### config.mk
export PLATFORM = sky130hd
export DESIGN_NAME = uart_rx
export DESIGN_NICKNAME = d
export VERILOG_FILES = /design/src/rtl/uart_rx.sv
export SDC_FILE = /design/constraint.sdc
export NUM_CORES = 1
export LEC_CHECK = 0
export BUFFER_PORTS_ARGS = -buffer_cell sky130_fd_sc_hd__buf_2
export CORE_MARGIN = 5
export CORE_UTILIZATION = 61
export DETAILED_ROUTE_END_ITERATION = 10
export GPL_TIMING_DRIVEN = 0
export PLACE_DENSITY = 0.88
export SYNTH_ARGS = -nofsm -noshare
export SYNTH_HDL_FRONTEND = slang
export SYNTH_SLANG_ARGS = --single-unit
export TNS_END_PERCENT = 5
### constraint.sdc
create_clock -name clk_i -period 4.75 [get_ports clk_i]
set_input_delay 0.475 -clock clk_i [delete_from_list [all_inputs] [get_ports clk_i]]
set_output_delay 0.475 -clock clk_i [all_outputs]
set_load 0.02 [all_outputs]
### src/rtl/uart_rx.sv
// UART receiver: 2-flop line synchronizer, mid-bit sampling FSM and a
// first-word fall-through receive FIFO with sticky frame/overrun flags.
`timescale 1ns/1ps
module uart_rx #(
  parameter int DATA_WIDTH = 8,
  parameter int FIFO_DEPTH = 16
) (
  input  logic                  clk_i,
  input  logic                  rst_ni,
  input  logic [15:0]           baud_div_i,
  input  logic                  rx_en_i,
  input  logic                  rx_i,
  input  logic                  rx_re_i,
  input  logic                  err_clr_i,
  output logic [DATA_WIDTH-1:0] dout_o,
  output logic                  empty_o,
  output logic                  full_o,
  output logic                  frame_err_o,
  output logic                  overrun_o,
  output logic                  busy_o
);

  localparam int AW = $clog2(FIFO_DEPTH);
  localparam int BW = $clog2(DATA_WIDTH + 1);
  localparam logic [BW-1:0] BIT_LAST = BW'(DATA_WIDTH - 1);

  localparam logic [1:0] IDLE  = 2'd0;
  localparam logic [1:0] START = 2'd1;
  localparam logic [1:0] DATA  = 2'd2;
  localparam logic [1:0] STOP  = 2'd3;

  logic                  rx_p0;
  logic                  rx_p1;
  logic                  rx_s;
  logic [1:0]            state;
  logic [15:0]           cnt;
  logic [BW-1:0]         bit_cnt;
  logic [DATA_WIDTH-1:0] shift;
  logic [AW:0]           wr_ptr;
  logic [AW:0]           rd_ptr;
  logic [DATA_WIDTH-1:0] mem [FIFO_DEPTH];

  logic [15:0]           half_last;
  logic [15:0]           bit_last;
  logic                  half_hit;
  logic                  bit_hit;
  logic                  stop_done;
  logic                  push_req;
  logic                  pop;
  logic                  push;
  logic                  ovr_set;
  logic                  ferr_set;

  // Stage p0/p1: line synchronizer, reset to idle-high so reset never looks like a start bit
  always_ff @(posedge clk_i or negedge rst_ni) begin
    if (!rst_ni) begin
      rx_p0 <= 1'b1;
      rx_p1 <= 1'b1;
    end else begin
      rx_p0 <= rx_i;
      rx_p1 <= rx_p0;
    end
  end

  assign rx_s = rx_p1;

  assign half_last = (baud_div_i >> 1) - 16'd1;
  assign bit_last  = baud_div_i - 16'd1;
  assign half_hit  = (cnt == half_last);
  assign bit_hit   = (cnt == bit_last);

  assign stop_done = (state == STOP) && bit_hit;
  assign push_req  = stop_done && rx_s;
  assign pop       = rx_re_i && !empty_o;
  // A simultaneous pop frees the slot, so a full FIFO still accepts the frame
  assign push      = push_req && (!full_o || pop);
  assign ovr_set   = push_req && full_o && !pop;
  assign ferr_set  = stop_done && !rx_s;

  always_ff @(posedge clk_i or negedge rst_ni) begin
    if (!rst_ni) begin
      state   <= IDLE;
      cnt     <= '0;
      bit_cnt <= '0;
      shift   <= '0;
    end else begin
      case (state)
        IDLE: begin
          cnt <= '0;
          if (rx_en_i && !rx_s) begin
            state <= START;
          end
        end
        START: begin
          if (half_hit) begin
            cnt <= '0;
            if (!rx_s) begin
              state   <= DATA;
              bit_cnt <= '0;
            end else begin
              state <= IDLE;
            end
          end else begin
            cnt <= cnt + 16'd1;
          end
        end
        DATA: begin
          if (bit_hit) begin
            cnt     <= '0;
            // LSB arrives first and ends up in bit 0 after DATA_WIDTH shifts
            shift   <= {rx_s, shift[DATA_WIDTH-1:1]};
            bit_cnt <= bit_cnt + BW'(1);
            if (bit_cnt == BIT_LAST) begin
              state <= STOP;
            end
          end else begin
            cnt <= cnt + 16'd1;
          end
        end
        STOP: begin
          if (bit_hit) begin
            cnt   <= '0;
            state <= IDLE;
          end else begin
            cnt <= cnt + 16'd1;
          end
        end
        default: begin
          state <= IDLE;
          cnt   <= '0;
        end
      endcase
    end
  end

  assign busy_o = (state != IDLE);

  always_ff @(posedge clk_i or negedge rst_ni) begin
    if (!rst_ni) begin
      wr_ptr <= '0;
      rd_ptr <= '0;
    end else begin
      if (push) begin
        wr_ptr <= wr_ptr + (AW+1)'(1);
      end
      if (pop) begin
        rd_ptr <= rd_ptr + (AW+1)'(1);
      end
    end
  end

  always_ff @(posedge clk_i) begin
    if (push) begin
      mem[wr_ptr[AW-1:0]] <= shift;
    end
  end

  assign empty_o = (wr_ptr == rd_ptr);
  assign full_o  = (wr_ptr[AW] != rd_ptr[AW]) && (wr_ptr[AW-1:0] == rd_ptr[AW-1:0]);
  assign dout_o  = empty_o ? '0 : mem[rd_ptr[AW-1:0]];

  // Set wins over clear when both land on the same edge
  always_ff @(posedge clk_i or negedge rst_ni) begin
    if (!rst_ni) begin
      frame_err_o <= 1'b0;
      overrun_o   <= 1'b0;
    end else begin
      if (ferr_set) begin
        frame_err_o <= 1'b1;
      end else if (err_clr_i) begin
        frame_err_o <= 1'b0;
      end
      if (ovr_set) begin
        overrun_o <= 1'b1;
      end else if (err_clr_i) begin
        overrun_o <= 1'b0;
      end
    end
  end

endmodule

* Word-level counts from Yosys, hierarchy flattened
Memories as Yosys holds them, arrays and structs flattened.
Cells that the tools add are included.
** Word-level totals
- Flip-flop bits (word level) :: 44
- Bits in writable memories :: 128
- Input bits :: 22
- Output and inout port bits :: 13
- Logic and storage cells :: 75
- Memories :: 1
** Memory list
- mem :: depth 16, width 8, read ports 1, clocked after Yosys merged registers in 0, write ports 1, RTL line 41 : logic [DATA_WIDTH-1:0] mem [FIFO_DEPTH];
** Cells by class
- Add/sub/neg operators :: 6
- Equality and inequality tests :: 15
- Multiplexer cells :: 20
- Reduce and logical (&&, ||, !) cells :: 23
** Operators with widths (count)
- one-hot mux 16 bit (3 select lines) :: 1
- equality test 16 bit :: 2
- 2-to-1 mux 16 bit :: 2
- adder 16 x 1 -> 16 bit, second input constant :: 1
- subtractor 15 x 1 -> 16 bit, second input constant :: 1
- subtractor 16 x 1 -> 16 bit, second input constant :: 1
- 2-to-1 mux 2 bit :: 6
- 2-to-1 mux 4 bit :: 3
- inequality test 2 bit, second input constant :: 6
- adder 5 x 1 -> 5 bit, second input constant :: 2
- logical AND 1 bit :: 9
- 2-to-1 mux 8 bit :: 1
- one-hot mux 2 bit (4 select lines) :: 1
- one-hot mux 4 bit (2 select lines) :: 1
- nonzero test 2 bit :: 4
- equality test 5 bit :: 1
- 2-to-1 mux 1 bit :: 5
- AND reduction 5 bit :: 1
- adder 4 x 1 -> 4 bit, second input constant :: 1
- equality test 2 bit, second input constant :: 2
- equality test 4 x 3 -> 1 bit, second input constant :: 1
- equality test 4 bit :: 1
- zero test 1 bit :: 4
- AND reduction 4 bit :: 1
- 6 further kinds :: 6

* Depth between registers and ports, before layout
Gate-level depths: netlist of run 1.
- Word-level depth :: 7
- Gate-level depth with buffers :: 11
- Depth with buffers taken out :: 9

* Worst setup path after synthesis of run 1
No wires, ideal clock.
- Path kind :: input-to-reg
- From :: input baud_div_i[0]
- To :: memory mem[2][0], enable pin
- Data arrival time :: 3.299 ns
- Path slack :: 1.056 ns
- Stages on the path :: 9
- Path buffers :: 0
- Path through :: inv_1 -> ha_1 -> nor3b_2 -> and4_1 -> or4_1 -> nor4_1 -> nand4_1 -> nor4_2 -> nor4bb_1
** On the way
- Cells in the longest elaborated chain, start to end :: 7
** Ends and longest elaborated chain
- start: declaration :: RTL line 10 : input logic [15:0] baud_div_i,
- subtractor 16 x 1 -> 16 bit :: RTL line 68 : assign bit_last = baud_div_i - 16'd1;
- equality test 16 bit :: RTL line 70 : assign bit_hit = (cnt == bit_last);
- logical AND 1 bit :: RTL line 72 : assign stop_done = (state == STOP) && bit_hit;
- logical AND 1 bit :: RTL line 73 : assign push_req = stop_done && rx_s;
- logical AND 1 bit :: RTL line 76 : assign push = push_req && (!full_o || pop);
- 2-to-1 mux 1 bit :: RTL line 153 : if (push) begin
- 2-to-1 mux 1 bit (implied by the code) :: RTL line 154 : mem[wr_ptr[AW-1:0]] <= shift;
- end: declaration :: RTL line 41
Every way passes these cells.

* Worst setup path after layout of run 1
- From :: register rd_ptr[0]
- To :: output dout_o[6]
** On the way
- Cells in the longest elaborated chain, start to end :: 2
** Ends and longest elaborated chain
- start: declaration :: RTL line 40 : logic [AW:0] rd_ptr;
- start signal: assignment :: RTL line 147 : rd_ptr <= rd_ptr + (AW+1)'(1);
- memory (16 x 8 bit) or equality test 5 bit (tied branches)
- 2-to-1 mux 8 bit * :: RTL line 160 : assign dout_o = empty_o ? '0 : mem[rd_ptr[AW-1:0]];
- end: declaration :: RTL line 15 : output logic [DATA_WIDTH-1:0] dout_o,
Every way passes the cells marked *; elsewhere a longest branch is shown, timed or not.

==> impl_metrics.prom, run 1 <==
# TYPE chip_impl_metric gauge
chip_impl_metric{name="grt_start_max_net_pins",unit=""} 45
chip_impl_metric{name="highest_cell_delay_on_the_worst_timing_path",unit="ns"} 0.75
chip_impl_metric{name="clock_power_share",unit="%"} 36.9
chip_impl_metric{name="post-route-period-util",unit="%"} 85.2
chip_impl_metric{name="gp_congestion",unit=""} 0.906
chip_impl_info{name="layout.cells.most_common",value="sky130_fd_sc_hd__edfxtp_1"} 1
chip_impl_metric{name="h-tree-depth",unit=""} 4
chip_impl_metric{name="wire_per_inst",unit="um"} 23.3
chip_impl_metric{name="count_of_flip_flops_with_a_built_in_enable_after_synthesis",unit=""} 128
chip_impl_metric{name="drt_wl_total",unit="um"} 18600
chip_impl_metric{name="grt.total_usage",unit="%"} 24.3
chip_impl_metric{name="vias",unit=""} 5226
chip_impl_metric{name="dp_hpwl",unit="um"} 12500
chip_impl_metric{name="synth-seq-cells",unit=""} 172
chip_impl_info{name="final_cell_mix",value="128 x sky130_fd_sc_hd__edfxtp_1, 42 x sky130_fd_sc_hd__dfrtp_1, 40 x sky130_fd_sc_hd__mux4_2, 38 x sky130_fd_sc_hd__xnor2_1, 36 x sky130_fd_sc_hd__nor2_1"} 1
chip_impl_metric{name="finish.cell_count_without_fillers",unit=""} 798
chip_impl_metric{name="first_global_vias",unit=""} 5259
chip_impl_metric{name="final_core_util",unit="%"} 69.4
chip_impl_metric{name="power_frac_seq",unit="%"} 45.3
chip_impl_metric{name="detail_route.vias_per_cell",unit=""} 6.55
chip_impl_metric{name="synth_warnings",unit=""} 0
chip_impl_metric{name="critPathRequiredTime",unit="ns"} 4.28
chip_impl_metric{name="avgSynthCellArea",unit="um^2"} 14.7
chip_impl_metric{name="total_switching_power",unit="mW"} 1.00
chip_impl_metric{name="floorplan.rows",unit=""} 42
chip_impl_metric{name="cts_num_sinks",unit=""} 172
chip_impl_info{name="rsz0062_at_grt",value="false"} 1
chip_impl_metric{name="maxSlewHeadroom",unit="%"} 32.5
chip_impl_metric{name="synth_cell_types",unit=""} 67
chip_impl_metric{name="post_cts_resize_count",unit=""} 0
chip_impl_metric{name="length_of_the_first_detailed_routing_pass_in_iterations",unit=""} 6
chip_impl_metric{name="floorplan.die_area",unit="um^2"} 15900
chip_impl_metric{name="clock_buffer_depth",unit=""} 2
chip_impl_metric{name="cp.buffers_inverters",unit=""} 3
chip_impl_metric{name="core_region_area",unit="um^2"} 13200
chip_impl_metric{name="placement.io_buffers",unit=""} 27
chip_impl_metric{name="die_x",unit="um"} 126
chip_impl_metric{name="switching_share",unit="%"} 27.2
chip_impl_info{name="clock_tree_from_tritoncts",value="done"} 1
chip_impl_metric{name="setup_viol",unit=""} 0
chip_impl_metric{name="p_comb_share",unit="%"} 17.8
chip_impl_metric{name="cellPowerDensity",unit="nW/um^2"} 401
chip_impl_metric{name="worst-slew-pin-transition",unit="ns"} 1.01
chip_impl_metric{name="nFillCells",unit=""} 859
chip_impl_metric{name="tns",unit="ns"} 0
chip_impl_metric{name="syn-num-nets",unit=""} 592
chip_impl_info{name="worst-setup-path-type",value="flop to output port"} 1
chip_impl_info{name="outcome",value="completed"} 1
chip_impl_metric{name="grt_first_pass_wirelength",unit="um"} 29300
chip_impl_metric{name="clk_latency",unit="ns"} 0.43
chip_impl_metric{name="globalRouteOverflowTotal",unit=""} 0
chip_impl_metric{name="cp.arrival",unit="ns"} 3.57
chip_impl_info{name="ordered_cell_list_for_the_critical_path",value="clkbuf_1 -> clkbuf_1 -> mux4_2 -> mux4_2 -> nor2b_1 -> buf_2"} 1
chip_impl_metric{name="leakage",unit="nW"} 3.25
chip_impl_metric{name="place_inst",unit=""} 766
chip_impl_metric{name="cts_made_buffers",unit=""} 17
chip_impl_metric{name="final.setup_skew",unit="ns"} 0.00971
chip_impl_metric{name="irDropWorstVdd",unit="mV"} 0.246
chip_impl_metric{name="fmax",unit="MHz"} 247
chip_impl_info{name="timing.critical_path.max_delay_family",value="buffers and inverters"} 1
chip_impl_metric{name="hold_violations",unit=""} 0
chip_impl_metric{name="multi_input_combinational_cell_area",unit="um^2"} 3070
chip_impl_metric{name="final_layout_size_suffix_gt1_share",unit="%"} 21.5
chip_impl_metric{name="io_pins",unit=""} 35
chip_impl_metric{name="finish.net_count",unit=""} 640
chip_impl_info{name="root_buffer",value="sky130_fd_sc_hd__clkbuf_16"} 1
chip_impl_info{name="main_synth_ff_type",value="sky130_fd_sc_hd__edfxtp_1"} 1
chip_impl_metric{name="post_synth_arst_share",unit="%"} 25.6
chip_impl_metric{name="cts_hold_buffers",unit=""} 0
chip_impl_metric{name="drc_errors",unit=""} 0
chip_impl_metric{name="clk_pin_slew",unit="ns"} 0.06
chip_impl_metric{name="post-route-min-period",unit="ns"} 4.05
chip_impl_info{name="cp-start-kind",value="flop"} 1
chip_impl_info{name="slowest_stage",value="sky130_fd_sc_hd__clkbuf_1"} 1
chip_impl_metric{name="dr.first_iter.drc_count",unit=""} 494
chip_impl_metric{name="insertedDiodeCount",unit=""} 0
chip_impl_info{name="worst_setup_path_end_kind",value="output port"} 1
chip_impl_metric{name="initial_utilization",unit="%"} 62.1
chip_impl_metric{name="sequential_cell_area",unit="um^2"} 4950
chip_impl_info{name="hp-class",value="primary input to flop"} 1
chip_impl_metric{name="floorplan.die.height",unit="um"} 126
chip_impl_metric{name="maxCapViolCount",unit=""} 0
chip_impl_metric{name="postCtsSetupRepairBufs",unit=""} 0
chip_impl_metric{name="p_int",unit="mW"} 2.68
chip_impl_metric{name="cell_area_synth",unit="um^2"} 8230
chip_impl_metric{name="final-max-slew-violation-count",unit=""} 0
chip_impl_metric{name="yosysSeqAreaShare",unit="%"} 60.1
chip_impl_metric{name="cp_max_fo",unit=""} 10
chip_impl_metric{name="detail-route-antenna-nets",unit=""} 0
chip_impl_metric{name="syn_inst",unit=""} 561
chip_impl_metric{name="area.growth.synth_to_final",unit="%"} 11.7
chip_impl_metric{name="antenna_violations_before_repair",unit=""} 0
## cell usage after synthesis, types with 5 or more instances
cell type | number | area [um^2]
sky130_fd_sc_hd__nand3_1 | 18 | 90.1
sky130_fd_sc_hd__mux2_2 | 8 | 90.1
sky130_fd_sc_hd__inv_1 | 14 | 52.6
sky130_fd_sc_hd__buf_2 | 5 | 25.0
sky130_fd_sc_hd__edfxtp_1 | 128 | 3840
sky130_fd_sc_hd__nor2b_1 | 20 | 125
sky130_fd_sc_hd__o21ai_0 | 6 | 30.0
sky130_fd_sc_hd__clkbuf_1 | 26 | 97.6
sky130_fd_sc_hd__dfrtp_1 | 42 | 1050
sky130_fd_sc_hd__nor2_1 | 36 | 135
sky130_fd_sc_hd__and3_1 | 10 | 62.6
sky130_fd_sc_hd__nand2_1 | 17 | 63.8
sky130_fd_sc_hd__nor3_1 | 7 | 35.0
sky130_fd_sc_hd__mux4_2 | 40 | 901
sky130_fd_sc_hd__xnor2_1 | 38 | 333
sky130_fd_sc_hd__nand2b_1 | 6 | 37.5
sky130_fd_sc_hd__nand4_1 | 14 | 87.6
sky130_fd_sc_hd__and4_1 | 7 | 61.3
sky130_fd_sc_hd__xor2_1 | 19 | 166
sky130_fd_sc_hd__ha_1 | 9 | 113
## logic make-up after synthesis
family | Yosys count | share of synthesized area (%)
adders and majority gates | 9 | 1.37
buffers and inverters | 52 | 2.68
AOI/OAI and AO/OA | 46 | 4.21
and+or+nand+nor | 170 | 12.4
DFF | 172 | 60.1
muxes | 54 | 12.9
xor gates and xnor gates | 58 | 6.34
## worst register-to-register path, cell delays in order, from the launching register on
cell and delay (ns):
sky130_fd_sc_hd__dfrtp_1 0.36, sky130_fd_sc_hd__clkbuf_1 0.20, sky130_fd_sc_hd__xnor2_1 0.28, sky130_fd_sc_hd__o211ai_1 0.11
sky130_fd_sc_hd__or4_1 0.58, sky130_fd_sc_hd__nor4_1 0.33, sky130_fd_sc_hd__nand4_1 0.21, sky130_fd_sc_hd__nor4_2 0.58
sky130_fd_sc_hd__clkbuf_1 0.35, sky130_fd_sc_hd__and4_1 0.62
## final timing paths
path	start	end	slack (ns)	cells past startpoint
max	rd_ptr[0]	dout_o[6]	0.70	6
min	rx_i	rx_p0	0.15	1
max reg2reg	cnt[9]	mem[13][3]	0.77	9
min reg2reg	rx_p0	rx_p1	0.36	0
max in group asynchronous	rst_ni	asynchronous set/reset pin	3.90	1
min in group asynchronous	rst_ni	cnt[2]	0.21	1
## per-stage QoR
step / hold WS [ns] / area [um^2] / total power [mW] / worst slack (ns)
after floorplan: 0.179 / 8230 / 2.18 / 1.06
after global placement: 0.346 / 8580 / 2.32 / 0.162
after detailed placement: 0.347 / 8610 / 2.35 / 0.560
after CTS: 0.133 / 9190 / 3.69 / 0.627
after global routing: 0.132 / 9190 / 3.83 / 0.460
final: 0.145 / 9190 / 3.68 / 0.705
## power by group through the flow
stage | sequential (mW) | combinational (mW) | clock [mW]
2_1_floorplan | 1.69 | 0.492 | 0
3_3_place_gp | 1.70 | 0.629 | 0
3_5_place_dp | 1.70 | 0.654 | 0
4_1_cts | 1.67 | 0.660 | 1.36
5_1_grt | 1.67 | 0.713 | 1.44
6_report | 1.67 | 0.655 | 1.36
## layout make-up
cell class,count,share of cell area (%)
sequential,172,53.9
clock inverter,12,1.53
timing repair buffer,29,1.63
multi-input combinational,337,33.4
buffer,38,1.83
inverter,14,0.572
tap,176,2.40
clock buffer,20,4.75
## layer usage
layer	wire [um]	track usage (%)
met1	7060	29.9
met2	9950	43.1
met3	1160	5.42
met4	389	7.70
met5	0	0
## flip-flops by register name, indices dropped and copies added, names as in the netlist, named ones only
signal,flops
state,1
rx_p1,1
frame_err_o,1
cnt,16
wr_ptr,5
mem,128
shift,8
overrun_o,1
rd_ptr,5
rx_p0,1
bit_cnt,4
Note: power is estimated with default switching activity, not from simulation.
==> inputs of run 2 (changes only) <==
- CAP_MARGIN: not set -> 20
- CTS_CLUSTER_SIZE: not set -> 30
- MAX_ROUTING_LAYER: not set -> met4
==> impl_metrics.prom, run 2 (same netlist as run 1, synthesis figures left out) <==
# TYPE chip_impl_metric gauge
chip_impl_info{name="outcome",value="completed"} 1
chip_impl_metric{name="grt_first_pass_wirelength",unit="um"} 29400
chip_impl_metric{name="final_layout_size_suffix_gt1_share",unit="%"} 21.6
chip_impl_metric{name="maxSlewHeadroom",unit="%"} 37.5
chip_impl_metric{name="worst-slew-pin-transition",unit="ns"} 0.937
chip_impl_metric{name="cellPowerDensity",unit="nW/um^2"} 398
chip_impl_metric{name="drt_wl_total",unit="um"} 19000
chip_impl_metric{name="grt_start_max_net_pins",unit=""} 45
chip_impl_info{name="worst_setup_path_end_kind",value="output port"} 1
chip_impl_metric{name="detail-route-antenna-nets",unit=""} 0
chip_impl_info{name="worst-setup-path-type",value="flop to output port"} 1
chip_impl_metric{name="power",unit="mW"} 3.67
chip_impl_metric{name="clk_latency",unit="ns"} 0.43
chip_impl_metric{name="irDropWorstVdd",unit="mV"} 0.235
chip_impl_metric{name="dr.first_iter.drc_count",unit=""} 566
chip_impl_metric{name="gp_congestion",unit=""} 0.916
chip_impl_metric{name="cts_made_buffers",unit=""} 17
chip_impl_metric{name="dp_hpwl",unit="um"} 12700
chip_impl_metric{name="post-route-period-util",unit="%"} 85.6
chip_impl_metric{name="hold_violations",unit=""} 0
chip_impl_metric{name="detail_route.vias_per_cell",unit=""} 6.54
chip_impl_metric{name="antenna_violations_before_repair",unit=""} 0
chip_impl_metric{name="nFillCells",unit=""} 842
chip_impl_metric{name="grt.total_usage",unit="%"} 25.3
chip_impl_metric{name="cp.arrival",unit="ns"} 3.59
chip_impl_metric{name="largest_reg_flops",unit=""} 128
chip_impl_metric{name="postPlaceCellArea",unit="um^2"} 8610
chip_impl_metric{name="dp_worst_setup_slack",unit="ns"} 0.537
chip_impl_metric{name="cp_max_fo",unit=""} 10
chip_impl_metric{name="final.setup_skew",unit="ns"} 0.0130
chip_impl_metric{name="timing.reg2reg.worst_path_depth",unit=""} 9
chip_impl_metric{name="first_global_vias",unit=""} 5315
chip_impl_metric{name="worst_slack",unit="ns"} 0.685
chip_impl_metric{name="globalRouteOverflowTotal",unit=""} 0
chip_impl_metric{name="place_inst",unit=""} 766
chip_impl_metric{name="maxCapViolCount",unit=""} 0
chip_impl_metric{name="leakage",unit="nW"} 3.27
chip_impl_metric{name="insertedDiodeCount",unit=""} 0
chip_impl_metric{name="clock_buffer_depth",unit=""} 2
chip_impl_metric{name="floorplan.die_area",unit="um^2"} 15900
chip_impl_info{name="final_cell_mix",value="128 x sky130_fd_sc_hd__edfxtp_1, 42 x sky130_fd_sc_hd__dfrtp_1, 40 x sky130_fd_sc_hd__mux4_2, 38 x sky130_fd_sc_hd__xnor2_1, 36 x sky130_fd_sc_hd__nor2_1"} 1
chip_impl_metric{name="finish.cell_count_without_fillers",unit=""} 800
chip_impl_metric{name="io_pins",unit=""} 35
chip_impl_metric{name="postLayoutCellArea",unit="um^2"} 9210
chip_impl_metric{name="finish.net_count",unit=""} 642
chip_impl_metric{name="die_x",unit="um"} 126
chip_impl_metric{name="fmax",unit="MHz"} 246
chip_impl_metric{name="critPathRequiredTime",unit="ns"} 4.28
chip_impl_metric{name="placement.io_buffers",unit=""} 27
chip_impl_info{name="rsz0062_at_grt",value="false"} 1
chip_impl_info{name="root_buffer",value="sky130_fd_sc_hd__clkbuf_16"} 1
chip_impl_metric{name="sequential_cell_area",unit="um^2"} 4950
chip_impl_metric{name="final-max-slew-violation-count",unit=""} 0
chip_impl_metric{name="clk_pin_slew",unit="ns"} 0.07
chip_impl_metric{name="initial_utilization",unit="%"} 62.1
chip_impl_metric{name="floorplan.die.height",unit="um"} 126
chip_impl_metric{name="length_of_the_first_detailed_routing_pass_in_iterations",unit=""} 6
chip_impl_metric{name="core_region_area",unit="um^2"} 13200
chip_impl_metric{name="wire_per_inst",unit="um"} 23.8
chip_impl_metric{name="floorplan.rows",unit=""} 42
chip_impl_metric{name="drc_errors",unit=""} 0
chip_impl_metric{name="cts_num_sinks",unit=""} 172
chip_impl_metric{name="setup_viol",unit=""} 0
chip_impl_metric{name="multi_input_combinational_cell_area",unit="um^2"} 3070
chip_impl_info{name="hp-class",value="primary input to flop"} 1
chip_impl_metric{name="post-route-min-period",unit="ns"} 4.06
chip_impl_metric{name="min_delay_path_depth",unit=""} 1
chip_impl_metric{name="area.growth.synth_to_final",unit="%"} 11.9
chip_impl_info{name="clock_tree_from_tritoncts",value="done"} 1
chip_impl_info{name="cp-start-kind",value="flop"} 1
chip_impl_metric{name="vias",unit=""} 5233
chip_impl_info{name="layout.cells.most_common",value="sky130_fd_sc_hd__edfxtp_1"} 1
chip_impl_metric{name="tns",unit="ns"} 0
chip_impl_metric{name="h-tree-depth",unit=""} 4
-- run 2: changes by cell type in the layout (fill, tap and decap cells not counted), moves of 2 or more --
cell	before	now
sky130_fd_sc_hd__clkinvlp_4	5	1
sky130_fd_sc_hd__clkinv_4	1	4
sky130_fd_sc_hd__clkbuf_1	29	27
sky130_fd_sc_hd__clkinv_1	0	2
-- run 2: power breakdown --
group,switching [mW],internal (mW)
Sequential,0.0355,1.63
Clock,0.601,0.732
Combinational,0.397,0.268
-- run 2: layout make-up --
cell class | count | area share, %
multi-input cells | 337 | 33.4
clock inverters | 14 | 1.51
well taps | 176 | 2.39
flip-flops and latches | 172 | 53.7
repair buffers | 31 | 1.96
inverters | 14 | 0.571
plain buffers | 38 | 1.82
clock buffers | 18 | 4.66
-- run 2: worst max-delay path: stages, from the launching register on --
cell and delay [ns]:
sky130_fd_sc_hd__dfrtp_1 0.36, sky130_fd_sc_hd__clkbuf_1 0.55, sky130_fd_sc_hd__clkbuf_1 0.77, sky130_fd_sc_hd__mux4_2 0.67
sky130_fd_sc_hd__mux4_2 0.49, sky130_fd_sc_hd__nor2b_1 0.14, sky130_fd_sc_hd__buf_2 0.18
-- run 2: metal layers --
layer	global-route usage [%]	vias to the layer above	routed length, um
li1	-	2259	-
met1	29.5	2627	7010
met2	42.9	296	10000
met3	5.46	51	1350
met4	10.3	0	644
met5	-	-	0
-- run 2: repair_timing --
action                                 CTS  global route
buffers inserted                         0             0
hold buffers                             0             1
gates resized for setup                  0             0
endpoints found under the hold margin    0             5
-- run 2: metrics by stage --
step	utilization [%]	hold WS, ns
after global placement	64.8	0.346
after floorplan	-	0.179
final	69.5	0.141
after CTS	69.3	0.130
after global routing	69.5	0.132
after detailed placement	65.0	0.348
-- run 2: final timing paths --
kind	startpoint	end	slack (ns)
worst max-delay path	rd_ptr[0]	dout_o[0]	0.69
worst min-delay path	rx_i	rx_p0	0.14
worst max register to register	cnt[9]	mem[13][1]	0.72
worst min register to register	rx_p0	rx_p1	0.35
max in group asynchronous	rst_ni	rx_p0	3.83
min in group asynchronous	rst_ni	cnt[3]	0.41
